`src/rtl/mem_arbiter_if.sv`:
```
// mem_arbiter_if
//   Bundles the two cache-side request/response channels and the main-memory
//   block port that mem_arbiter multiplexes between them.
//   Parameters: Word_Size (bits per word), Block_Size (words per block).
//   Signals:
//     I-cache : ic_read, ic_Addr -> ic_Data, ic_ready
//     D-cache : dc_read, dc_write, dc_Addr, dc_Wdata -> dc_Rdata, dc_ready
//     Memory  : Addr_Mem, read_Mem, write_Mem, Data_Mem_wr -> Data_Mem_rd, ready_mem
//     Status  : busy
//   Modports: slave  - the arbiter's view (serves caches, drives memory)
//             master - the environment's view (caches and memory)
interface mem_arbiter_if #(
  parameter int Word_Size  = 32,
  parameter int Block_Size = 4
);
  localparam int BLK_W = Word_Size * Block_Size;

  logic             ic_read;
  logic [31:0]      ic_Addr;
  logic [BLK_W-1:0] ic_Data;
  logic             ic_ready;

  logic             dc_read;
  logic             dc_write;
  logic [31:0]      dc_Addr;
  logic [BLK_W-1:0] dc_Wdata;
  logic [BLK_W-1:0] dc_Rdata;
  logic             dc_ready;

  logic [31:0]      Addr_Mem;
  logic             read_Mem;
  logic             write_Mem;
  logic [BLK_W-1:0] Data_Mem_wr;
  logic [BLK_W-1:0] Data_Mem_rd;
  logic             ready_mem;

  logic             busy;

  modport slave (
    input  ic_read, ic_Addr, dc_read, dc_write, dc_Addr, dc_Wdata,
           Data_Mem_rd, ready_mem,
    output ic_Data, ic_ready, dc_Rdata, dc_ready,
           Addr_Mem, read_Mem, write_Mem, Data_Mem_wr, busy
  );

  modport master (
    output ic_read, ic_Addr, dc_read, dc_write, dc_Addr, dc_Wdata,
           Data_Mem_rd, ready_mem,
    input  ic_Data, ic_ready, dc_Rdata, dc_ready,
           Addr_Mem, read_Mem, write_Mem, Data_Mem_wr, busy
  );
endinterface

```
`src/rtl/mem_arbiter.sv`:
```
// mem_arbiter
//   Shares one main-memory block port between the instruction cache
//   (read-only) and the data cache (read/write). One request is latched at a
//   time, issued to memory, and completed with a one-cycle ready pulse to the
//   requester, followed by a one-cycle gap so the requester can drop its level.
//   Ports:
//     clk   - clock, rising edge
//     reset - synchronous, active-low
//     bus   - mem_arbiter_if.slave (cache channels, memory port, busy)
//   Configuration macro ROUND_ROBIN_EN:
//     defined   - contested arbitrations alternate, starting with the D-cache
//     undefined - the D-cache always wins a contested arbitration
module mem_arbiter #(
  parameter int Word_Size  = 32,
  parameter int Block_Size = 4
) (
  input  logic          clk,
  input  logic          reset,
  mem_arbiter_if.slave  bus
);
  localparam int BLK_W = Word_Size * Block_Size;
  // Clears the byte-within-block offset bits of an address.
  localparam logic [31:0] ADDR_MASK = ~(32'(BLK_W / 8) - 32'd1);

  typedef enum logic [2:0] {IDLE, ISSUE, WAIT_MEM, RESP, GAP} state_t;

  state_t           state_q, state_d;
  logic             sel_dc_q, sel_dc_d;     // 1: current access belongs to D-cache
  logic             op_wr_q, op_wr_d;       // 1: current access is a write
  logic [31:0]      addr_q, addr_d;         // block-aligned latched address
  logic [BLK_W-1:0] wdata_q, wdata_d;
  logic [BLK_W-1:0] ic_data_q, ic_data_d;
  logic [BLK_W-1:0] dc_rdata_q, dc_rdata_d;
`ifdef ROUND_ROBIN_EN
  logic             last_dc_q, last_dc_d;   // winner of last contested grant
`endif

  logic ic_req;
  logic dc_req;
  logic grant_dc;

  always_comb begin
    state_d    = state_q;
    sel_dc_d   = sel_dc_q;
    op_wr_d    = op_wr_q;
    addr_d     = addr_q;
    wdata_d    = wdata_q;
    ic_data_d  = ic_data_q;
    dc_rdata_d = dc_rdata_q;
`ifdef ROUND_ROBIN_EN
    last_dc_d  = last_dc_q;
`endif
    ic_req = bus.ic_read;
    dc_req = bus.dc_read | bus.dc_write;

`ifdef ROUND_ROBIN_EN
    // Only a contested arbitration consults or updates the history, so the
    // loser's follow-up lone grant does not flip the next tie-break.
    if (ic_req && dc_req) grant_dc = ~last_dc_q;
    else                  grant_dc = dc_req;
`else
    grant_dc = dc_req;
`endif

    case (state_q)
      IDLE: begin
        if (ic_req || dc_req) begin
          sel_dc_d = grant_dc;
          // read+write together from the D-cache is performed as a write
          op_wr_d  = grant_dc & bus.dc_write;
          addr_d   = (grant_dc ? bus.dc_Addr : bus.ic_Addr) & ADDR_MASK;
          wdata_d  = bus.dc_Wdata;
`ifdef ROUND_ROBIN_EN
          if (ic_req && dc_req) last_dc_d = grant_dc;
`endif
          state_d  = ISSUE;
        end
      end
      ISSUE: state_d = WAIT_MEM;
      WAIT_MEM: begin
        if (bus.ready_mem) begin
          if (!op_wr_q) begin
            if (sel_dc_q) dc_rdata_d = bus.Data_Mem_rd;
            else          ic_data_d  = bus.Data_Mem_rd;
          end
          state_d = RESP;
        end
      end
      RESP:    state_d = GAP;
      GAP:     state_d = IDLE;
      default: state_d = IDLE;
    endcase
  end

  always_ff @(posedge clk) begin
    if (!reset) begin
      state_q    <= IDLE;
      sel_dc_q   <= 1'b0;
      op_wr_q    <= 1'b0;
      addr_q     <= '0;
      wdata_q    <= '0;
      ic_data_q  <= '0;
      dc_rdata_q <= '0;
`ifdef ROUND_ROBIN_EN
      last_dc_q  <= 1'b0;
`endif
    end else begin
      state_q    <= state_d;
      sel_dc_q   <= sel_dc_d;
      op_wr_q    <= op_wr_d;
      addr_q     <= addr_d;
      wdata_q    <= wdata_d;
      ic_data_q  <= ic_data_d;
      dc_rdata_q <= dc_rdata_d;
`ifdef ROUND_ROBIN_EN
      last_dc_q  <= last_dc_d;
`endif
    end
  end

  // Strobes are held from ISSUE through WAIT_MEM and drop on entry to RESP.
  assign bus.read_Mem    = ((state_q == ISSUE) || (state_q == WAIT_MEM)) && !op_wr_q;
  assign bus.write_Mem   = ((state_q == ISSUE) || (state_q == WAIT_MEM)) &&  op_wr_q;
  assign bus.Addr_Mem    = addr_q;
  assign bus.Data_Mem_wr = wdata_q;
  assign bus.ic_Data     = ic_data_q;
  assign bus.dc_Rdata    = dc_rdata_q;
  assign bus.ic_ready    = (state_q == RESP) && !sel_dc_q;
  assign bus.dc_ready    = (state_q == RESP) &&  sel_dc_q;
  assign bus.busy        = (state_q != IDLE);
endmodule

```
`src/flat_wrapper.sv`:
```
// flat-port wrapper written by rule: the top's interface ports become plain ports
module mem_arbiter_flat 
#(
  parameter int Word_Size  = 32,
  parameter int Block_Size = 4
)
  (clk, reset, bus_ic_read, bus_ic_Addr, bus_dc_read, bus_dc_write, bus_dc_Addr, bus_dc_Wdata, bus_Data_Mem_rd, bus_ready_mem, bus_ic_Data, bus_ic_ready, bus_dc_Rdata, bus_dc_ready, bus_Addr_Mem, bus_read_Mem, bus_write_Mem, bus_Data_Mem_wr, bus_busy);
  mem_arbiter_if #(.Word_Size(Word_Size), .Block_Size(Block_Size)) bus_i ();
  input  logic clk;
  input  logic reset;
  input wire logic [$bits(bus_i.ic_read)-1:0] bus_ic_read;
  input wire logic [$bits(bus_i.ic_Addr)-1:0] bus_ic_Addr;
  input wire logic [$bits(bus_i.dc_read)-1:0] bus_dc_read;
  input wire logic [$bits(bus_i.dc_write)-1:0] bus_dc_write;
  input wire logic [$bits(bus_i.dc_Addr)-1:0] bus_dc_Addr;
  input wire logic [$bits(bus_i.dc_Wdata)-1:0] bus_dc_Wdata;
  input wire logic [$bits(bus_i.Data_Mem_rd)-1:0] bus_Data_Mem_rd;
  input wire logic [$bits(bus_i.ready_mem)-1:0] bus_ready_mem;
  output wire logic [$bits(bus_i.ic_Data)-1:0] bus_ic_Data;
  output wire logic [$bits(bus_i.ic_ready)-1:0] bus_ic_ready;
  output wire logic [$bits(bus_i.dc_Rdata)-1:0] bus_dc_Rdata;
  output wire logic [$bits(bus_i.dc_ready)-1:0] bus_dc_ready;
  output wire logic [$bits(bus_i.Addr_Mem)-1:0] bus_Addr_Mem;
  output wire logic [$bits(bus_i.read_Mem)-1:0] bus_read_Mem;
  output wire logic [$bits(bus_i.write_Mem)-1:0] bus_write_Mem;
  output wire logic [$bits(bus_i.Data_Mem_wr)-1:0] bus_Data_Mem_wr;
  output wire logic [$bits(bus_i.busy)-1:0] bus_busy;
  assign bus_i.ic_read = bus_ic_read;
  assign bus_i.ic_Addr = bus_ic_Addr;
  assign bus_i.dc_read = bus_dc_read;
  assign bus_i.dc_write = bus_dc_write;
  assign bus_i.dc_Addr = bus_dc_Addr;
  assign bus_i.dc_Wdata = bus_dc_Wdata;
  assign bus_i.Data_Mem_rd = bus_Data_Mem_rd;
  assign bus_i.ready_mem = bus_ready_mem;
  assign bus_ic_Data = bus_i.ic_Data;
  assign bus_ic_ready = bus_i.ic_ready;
  assign bus_dc_Rdata = bus_i.dc_Rdata;
  assign bus_dc_ready = bus_i.dc_ready;
  assign bus_Addr_Mem = bus_i.Addr_Mem;
  assign bus_read_Mem = bus_i.read_Mem;
  assign bus_write_Mem = bus_i.write_Mem;
  assign bus_Data_Mem_wr = bus_i.Data_Mem_wr;
  assign bus_busy = bus_i.busy;
  mem_arbiter #(.Word_Size(Word_Size), .Block_Size(Block_Size)) u_core (.clk(clk), .reset(reset), .bus(bus_i));
endmodule
```
`config.mk`:
```
export PLATFORM = sky130hd
export DESIGN_NAME = mem_arbiter_flat
export DESIGN_NICKNAME = d
export VERILOG_FILES = /design/src/rtl/mem_arbiter_if.sv /design/src/rtl/mem_arbiter.sv /design/src/flat_wrapper.sv
export SDC_FILE = /design/constraint.sdc
export NUM_CORES = 1
export LEC_CHECK = 0
export CORE_AREA = 3 3 288 290
export DETAILED_ROUTE_END_ITERATION = 10
export DIE_AREA = 0 0 291 293
export GPL_TIMING_DRIVEN = 0
export PLACE_DENSITY_LB_ADDON = 0.3
export SLEW_MARGIN = 30
export SYNTH_ARGS = -nofsm -noshare
export SYNTH_HDL_FRONTEND = slang
export SYNTH_SLANG_ARGS = --single-unit
```
`constraint.sdc`:
```
create_clock -name clk -period 3.67 [get_ports clk]
set_input_delay 0.5505 -clock clk [delete_from_list [all_inputs] [get_ports clk]]
set_output_delay 0.5505 -clock clk [all_outputs]
set_load 0.01 [all_outputs]
```
== Yosys cells after proc, flatten, opt, wreduce, memory -nomap -nowiden ==
Cells that the tools add are included.

* Bits in registers: 417
* Logic and storage cells: 34
* Output and inout port bits: 421
* Input bits: 326

* Eq/ne operators: 5
* Bitwise gates (word level): 4
* Mux-type cells: 4
* Reduce and logical (&&, ||, !) cells: 14

{| class="wikitable"
|+ Operators with widths
! operator !! count
|-
| 2-to-1 mux 32 bit || 1
|-
| one-hot mux 3 bit (4 select lines) || 1
|-
| AND reduction 4 bit || 2
|-
| == test 3 x 2 -> 1 bit (second input constant) || 2
|-
| 2-to-1 mux 3 bit || 2
|-
| logical AND 1 bit || 4
|-
| AND reduction 2 bit || 2
|-
| == test 3 x 1 -> 1 bit (second input constant) || 1
|-
| zero test 3 bit || 1
|-
| nonzero test 3 bit || 1
|-
| zero test 1 bit || 2
|-
| logical OR 1 bit || 2
|-
| != test 2 x 1 -> 1 bit (second input constant) || 1
|-
| != test 2 bit (second input constant) || 1
|-
| inverter 1 bit || 2
|-
| AND 1 bit || 1
|-
| bitwise OR 1 bit || 1
|}

== Depth between registers and ports, before layout ==
* Word-level depth: 4
* Depth in mapped cells: 8
* Gate-level depth less buffers: 4

== Least setup slack after synthesis ==
Ideal clock, no wire load.

* Kind: reg2out
* Start: reg u_core.state_q[2]
* End: out bus_busy
* Path slack: 2,010 ps
* Stages on the path, launching flop included: 6
* Arrival time: 1,110 ps
* Cell sequence: dfxtp_1 > buf_4 > nor3_4 > inv_2 > buf_2 > clkbuf_1

* Longest elaborated chain between the ends: 1

{| class="wikitable"
|+ Ends and longest elaborated chain
! what !! RTL line !! RTL
|-
| start, declared || mem_arbiter.sv:27 || <nowiki>state_t state_q, state_d;</nowiki>
|-
| start signal, assigned || mem_arbiter.sv:108 || <nowiki>state_q <= state_d;</nowiki>
|-
| nonzero test 3 bit || mem_arbiter.sv:130 || <nowiki>assign bus.busy = (state_q != IDLE);</nowiki>
|-
| end, declared || flat_wrapper.sv:27 || <nowiki>output wire logic [$bits(bus_i.busy)-1:0] bus_busy;</nowiki>
|}

Every way passes these cells.

== Final worst setup path ==
* Start: reg u_core.state_q[0]
* End: out bus_busy

Same word-level chain as after synthesis.

==> out/metrics.cfg <==
[outcome]
status = finished, final reports clean

[pwr]
p_sw_share_pct = 30.5
internal-power_mw = 9.61
pwr-share-clk_pct = 35.9
pwr-share-comb_pct = 25.8
leakage_nw = 10.9
ir_worst_vdd_uv = 315
p_seq_share_pct = 38.3
p_switching_mw = 4.23
cellPowerDensity_nw_per_um2 = 529

[synthesis]
netlist-cell-type-count = 27
ys_ff_latch = 417
yosys_warnings = 0
syn_avg_cell_area_um2 = 9.05
synth_cells = 1749
syn_area_um2 = 15800
yosysSeqAreaShare_pct = 52.7

[cts]
clk_pin_slew_ps = 60
ctsHtreeMaxLevel = 2
worstSkewPairLatency_ps = 590
post_cts_buffers = 0
postCtsHoldBufs = 0
clock-root-buffer = clkbuf_16
post_cts_resized = 0
cts_buffer_depth = 3
cts_tree = done
cts_made_buffers = 49
clock_sinks = 417

[layout]
layout_common_cells = clkdlybuf4s50_1 (733), dfxtp_1 (417), nand2_1 (416)
fill_cells = 8571
stdcell_area_um2 = 26200
multiInputGateArea_um2 = 6730
area_growth_pct = 65.2
finalNetCount = 2862
final_common_cell = clkdlybuf4s50_1
area.sequential_um2 = 8350
layout-drive-gt1-share_pct = 5.32

[detailed_routing]
drt-total-wl_mm = 74.2
ant_nets = 0
drt-wirelength-per-cell_um = 20.4
first_iter_violations = 655
avgViaCountPerCell = 4.29
via_count = 15625
firstDrtPassIters = 4
route.detailed.drc = 0

[run]
maxCapViolCount = 0

[grt]
met3_usage_pct = 5.83
grt_use_met2_pct = 28.5
grt_pass1_vias = 16057
grt_max_degree = 14
grt-ovfl-total = 0
antenna_found_initial = 10
grt_pass1_wl_mm = 108
grt_busiest_layer = met2
grt_use_met1_pct = 19.0
grt_use_total_pct = 16.6

[timing]
final_hold_viol_count = 0
finalSetupViolCount = 0
finalCritPeriodShare_pct = 93.1
worst_slew_pin_slew_ps = 963
rsz0062_at_grt = false
final_max_slew_viol_count = 0
clock_skew_ps = 16.9
layout_min_cycle_time_ps = 3420
max_slew_margin_pct = 35.8
fmax_mhz = 293
finalSetupTns_ps = 0

[die]
dieArea_um2 = 85300
ioPinCount = 747
row_count = 104
core-area_um2 = 80500
die_x_um = 291
die_h_um = 293
initial_core_util_pct = 19.7

[critical_path]
critPathMaxFanout = 10
worstSetupPathType = register to primary output
r2r_setup_slack_ps = 1560
critPathLaunchType = register
cp.required_ps = 3120
end_kind = primary output
arrival_ps = 2870

[placement]
placed_area_um2 = 24500
dp_hpwl_mm = 57.8
io_buffers = 733
gp_congestion = 0.801

[worst_hold_path]
hold_path.class = register to register

## cell families after synthesis
group / synth area share (%)
and+or+nand+nor: 14.6
xor gates and xnor gates: 0.0553
AOI/OAI and AO/OA: 11.6
buffers and inverters: 4.82
muxes: 16.2
DFF: 52.7
other: 0.0237
## flip-flops by register name, indices dropped and copies added, names as in the netlist
register,flops
u_core.bus.dc_Rdata,128
u_core.bus.ic_Data,128
u_core.sel_dc_q,1
u_core.bus.Addr_Mem,28
u_core.bus.Data_Mem_wr,128
u_core.state_q,3
u_core.op_wr_q,1
## layer usage
layer	part of all wire (%)	up-vias
li1	-	7581
met1	40	7352
met2	49	576
met3	8.3	112
met4	3.3	4
met5	0.042	-
## path summary, 6_finish.rpt
path / from / end / cells past startpoint
hold / removal: u_core.bus.ic_Data[57] / u_core.bus.ic_Data[57] / 2
setup reg to reg: u_core.state_q[2] / u_core.bus.Data_Mem_wr[124] / 7
setup / recovery: u_core.state_q[0] / bus_busy / 5
hold reg to reg: u_core.bus.ic_Data[57] / u_core.bus.ic_Data[57] / 2
## power groups by stage
stage	Sequential [mW]	Combinational [mW]	Clock, mW
6_report	5.29	3.57	4.96
2_1_floorplan	5.56	1.37	0
5_1_grt	5.35	3.87	5.30
3_5_place_dp	5.38	3.61	0
4_1_cts	5.29	3.63	5.14
3_3_place_gp	5.38	3.63	0
## cell usage after synthesis, drive strengths merged
master | instances | area (um2)
a21oi | 158 | 791
a311oi | 28 | 245
and4bb | 1 | 12.5
buf | 58 | 347
clkbuf | 108 | 405
conb | 1 | 3.75
dfxtp | 417 | 8350
inv | 3 | 11.3
mux2i | 256 | 2560
nand2 | 416 | 1560
nand3 | 128 | 641
nand3b | 1 | 7.51
nor2 | 3 | 13.8
nor3 | 7 | 51.3
nor3b | 2 | 15.0
o21a | 1 | 7.51
o21ai | 159 | 796
or3 | 1 | 6.26
xnor2 | 1 | 8.76
## cell type report
type                            count  share of cell area (%)
Sequential cell                   417                    31.9
Tap cell                         1060                    5.07
Clock buffer                       79                    5.66
Timing Repair Buffer              733                    28.1
Antenna cell                        5                  0.0478
Clock inverter                     13                   0.560
Multi-Input combinational cell   1166                    25.8
Buffer                            166                    2.89
Inverter                            3                  0.0431
## metrics by stage
stage                     total power, mW  setup slack [ps]  std cells  utilization (%)  hold WS (ps)
after floorplan                      6.93              2010       1752                -           470
after global placement               9.00               591       3545             30.4           445
after detailed placement             8.99               802       3545             30.4           451
after CTS                            14.1               161       3637             32.5           460
after global routing                 14.5              78.1       3641             32.5           472
final                                13.8               254       3642             32.5           458
## worst max-delay path, cell delays in order (launching register included)
cell,delay [ps]
dfxtp_1,450
nor3_4,110
inv_2,180
buf_2,360
clkbuf_1,490
clkdlybuf4s50_1,660
No activity file was read; power rests on OpenSTA's default activity.
==> variant, RTL diff (same flow settings) <==
`Word_Size` is set to 32 in 3 places; all go to 16.
--- a/src/rtl/mem_arbiter_if.sv
+++ b/src/rtl/mem_arbiter_if.sv
@@ -10,7 +10,7 @@
 //   Modports: slave  - the arbiter's view (serves caches, drives memory)
 //             master - the environment's view (caches and memory)
 interface mem_arbiter_if #(
-  parameter int Word_Size  = 32,
+  parameter int Word_Size  = 16,
   parameter int Block_Size = 4
 );
   localparam int BLK_W = Word_Size * Block_Size;
--- a/src/rtl/mem_arbiter.sv
+++ b/src/rtl/mem_arbiter.sv
@@ -11,7 +11,7 @@
 //     defined   - contested arbitrations alternate, starting with the D-cache
 //     undefined - the D-cache always wins a contested arbitration
 module mem_arbiter #(
-  parameter int Word_Size  = 32,
+  parameter int Word_Size  = 16,
   parameter int Block_Size = 4
 ) (
   input  logic          clk,
--- a/src/flat_wrapper.sv
+++ b/src/flat_wrapper.sv
@@ -1,7 +1,7 @@
 // flat-port wrapper written by rule: the top's interface ports become plain ports
 module mem_arbiter_flat 
 #(
-  parameter int Word_Size  = 32,
+  parameter int Word_Size  = 16,
   parameter int Block_Size = 4
 )
   (clk, reset, bus_ic_read, bus_ic_Addr, bus_dc_read, bus_dc_write, bus_dc_Addr, bus_dc_Wdata, bus_Data_Mem_rd, bus_ready_mem, bus_ic_Data, bus_ic_ready, bus_dc_Rdata, bus_dc_ready, bus_Addr_Mem, bus_read_Mem, bus_write_Mem, bus_Data_Mem_wr, bus_busy);
Ports: changed (5 resized); port bits go from 747 to 427. No check against the original RTL was run, so the function may have changed too.
==> variant against the original RTL <==
Sequential cell count down 191; worst setup slack better by 0.35 ns; routed wire length shrank 42%; synthesized cell count shrank 44%; power shrank 40%; synthesized area is 44% lower; design area decreased by 41%; combinational power decreased by 38%; largest cell class is now non-clock buffers.
==> variant: results (changes against the original RTL) <==
First-pass GRT wire length - 62,100 um (-43%)
Final Net Count - 1,627 (-43%)
Drt wl/cell - 17.1 um (-16%)
Dpl hpwl - 33,800 um (-41%)
Hold Crit Class - reg -> reg
CTS buffer count - 30 (-39%)
Sequential area share after synthesis - 51.2% (-1.5 points)
Initial DRC count - 279 (-57%)
Leak pwr - 0.00610 uW (-44%)
Min-delay src - u_core.bus.ic_Data[29]$_SDFFE_PN0P_
Synth area leaders - dfxtp_1 51%, mux2i_1 14%, nand2_1 9.5%, a21oi_1 5.4%, o21ai_0 4.9%
WL met3 - 4750 um (-23%)
Maximum vdd drop - 0.309 mV (-2.0%)
Layout fillers - 8,875 (+3.5%)
Vias per cell - 3.56 (-17%)
Total Routing Usage GR - 9.59% (-7.0 points)
Met2 Routed Length - 20,400 um (-44%)
Initial antenna violation count - 6 (-4)
Drt pass-1 iters - 7 (+3)
IO buf count - 416 (-43%)
Setup Skew - 0.0209 ns (+0.00394 ns)
Crit path DAT - 2.52 ns (-0.35 ns)
Status - finished, final reports clean
Metal1 wirelength - 17,100 um (-42%)
Root Buffer - clkbuf_16
GPL Wtd Cong - 0.832 (+3.9%)
Worst slew pin tran - 0.828 ns (-0.135 ns)
Source of the critical timing path - u_core.state_q[2]$_SDFFE_PN0P_
Overflow after GRT - 0 (unchanged)
Layout cells sized above 1 - 6.83% (+1.5 points)
CTS max path bufs - 3 (unchanged)
H-tree levels - 1 (-1)
Vias in the first global route - 9,211 (-43%)
DP Worst Slack - 0.835 ns (+0.0327 ns)
Top cells by count, synth - 226 x dfxtp_1, 224 x nand2_1, 128 x mux2i_1
## variant: cell count changes after synthesis, sizes merged
cell,unedited run,this run
dfxtp,417,226
nand2,416,225
mux2i,256,128
nand3,128,64
a21oi,158,95
o21ai,159,96
clkbuf,108,50
buf,58,45
a311oi,28,29
## variant: layout make-up
type                       count  area, um2  share of cell area (%)
sequential                   226       4520                    29.4
timing repair buffer         416       4160                    27.1
multi-input combinational    657       3800                    24.7
tap                         1060       1330                    8.62
clock buffer                  42        877                    5.70
buffer                        95        514                    3.34
clock inverter                11        160                    1.04
inverter                       3       11.3                  0.0732
antenna                        1       2.50                  0.0163
## variant: worst max-delay path, cell delays in order (launching register included)
cell and delay, ns:
dfxtp_1 0.30, buf_2 0.21, nor3_4 0.09, inv_2 0.11, buf_2 0.28, buf_2 0.35, clkdlybuf4s50_1 0.60
## variant: path summary, 6_finish.rpt
path	slack [ns]	depth (start not counted)	end
max	0.60	6	bus_busy
min	0.46	2	u_core.bus.ic_Data[29]$_SDFFE_PN0P_
max reg2reg	1.85	6	u_core.bus.Data_Mem_wr[58]$_SDFFE_PN0P_
min reg2reg	0.46	2	u_core.bus.ic_Data[29]$_SDFFE_PN0P_
## variant: kinds of logic after synthesis
family,count (synthesis),share of synthesized area (%)
other cells,1,0.0424
mux,128,14.5
compound gates,221,13.8
xor+xnor,1,0.0991
flops,226,51.2
simple gates,304,14.5
buf+inv,98,5.93
## variant: power groups by stage
stage	registers (uW)	logic [uW]	clock network (uW)
global route	2960	2420	3360
finish	2930	2220	3100
global placement	2960	2270	0
floorplan	3080	874	0
detailed placement	2970	2270	0
CTS	2930	2280	3250
## variant: routing by layer
metal  track usage [%]  up-vias
met5                 0        -
met4              2.21        6
met3              4.20       45
met2              16.5      371
met1              10.9     4243
li1                  -     4283
## variant: through the flow
stage / instance area, um2 / std cells / utilization [%]
4_1_cts: 15400 / 2510 / 19.1
2_1_floorplan: 8850 / 981 / -
5_1_grt: 15400 / 2510 / 19.1
3_5_place_dp: 14300 / 2457 / 17.8
6_report: 15400 / 2511 / 19.1
3_3_place_gp: 14300 / 2457 / 17.8
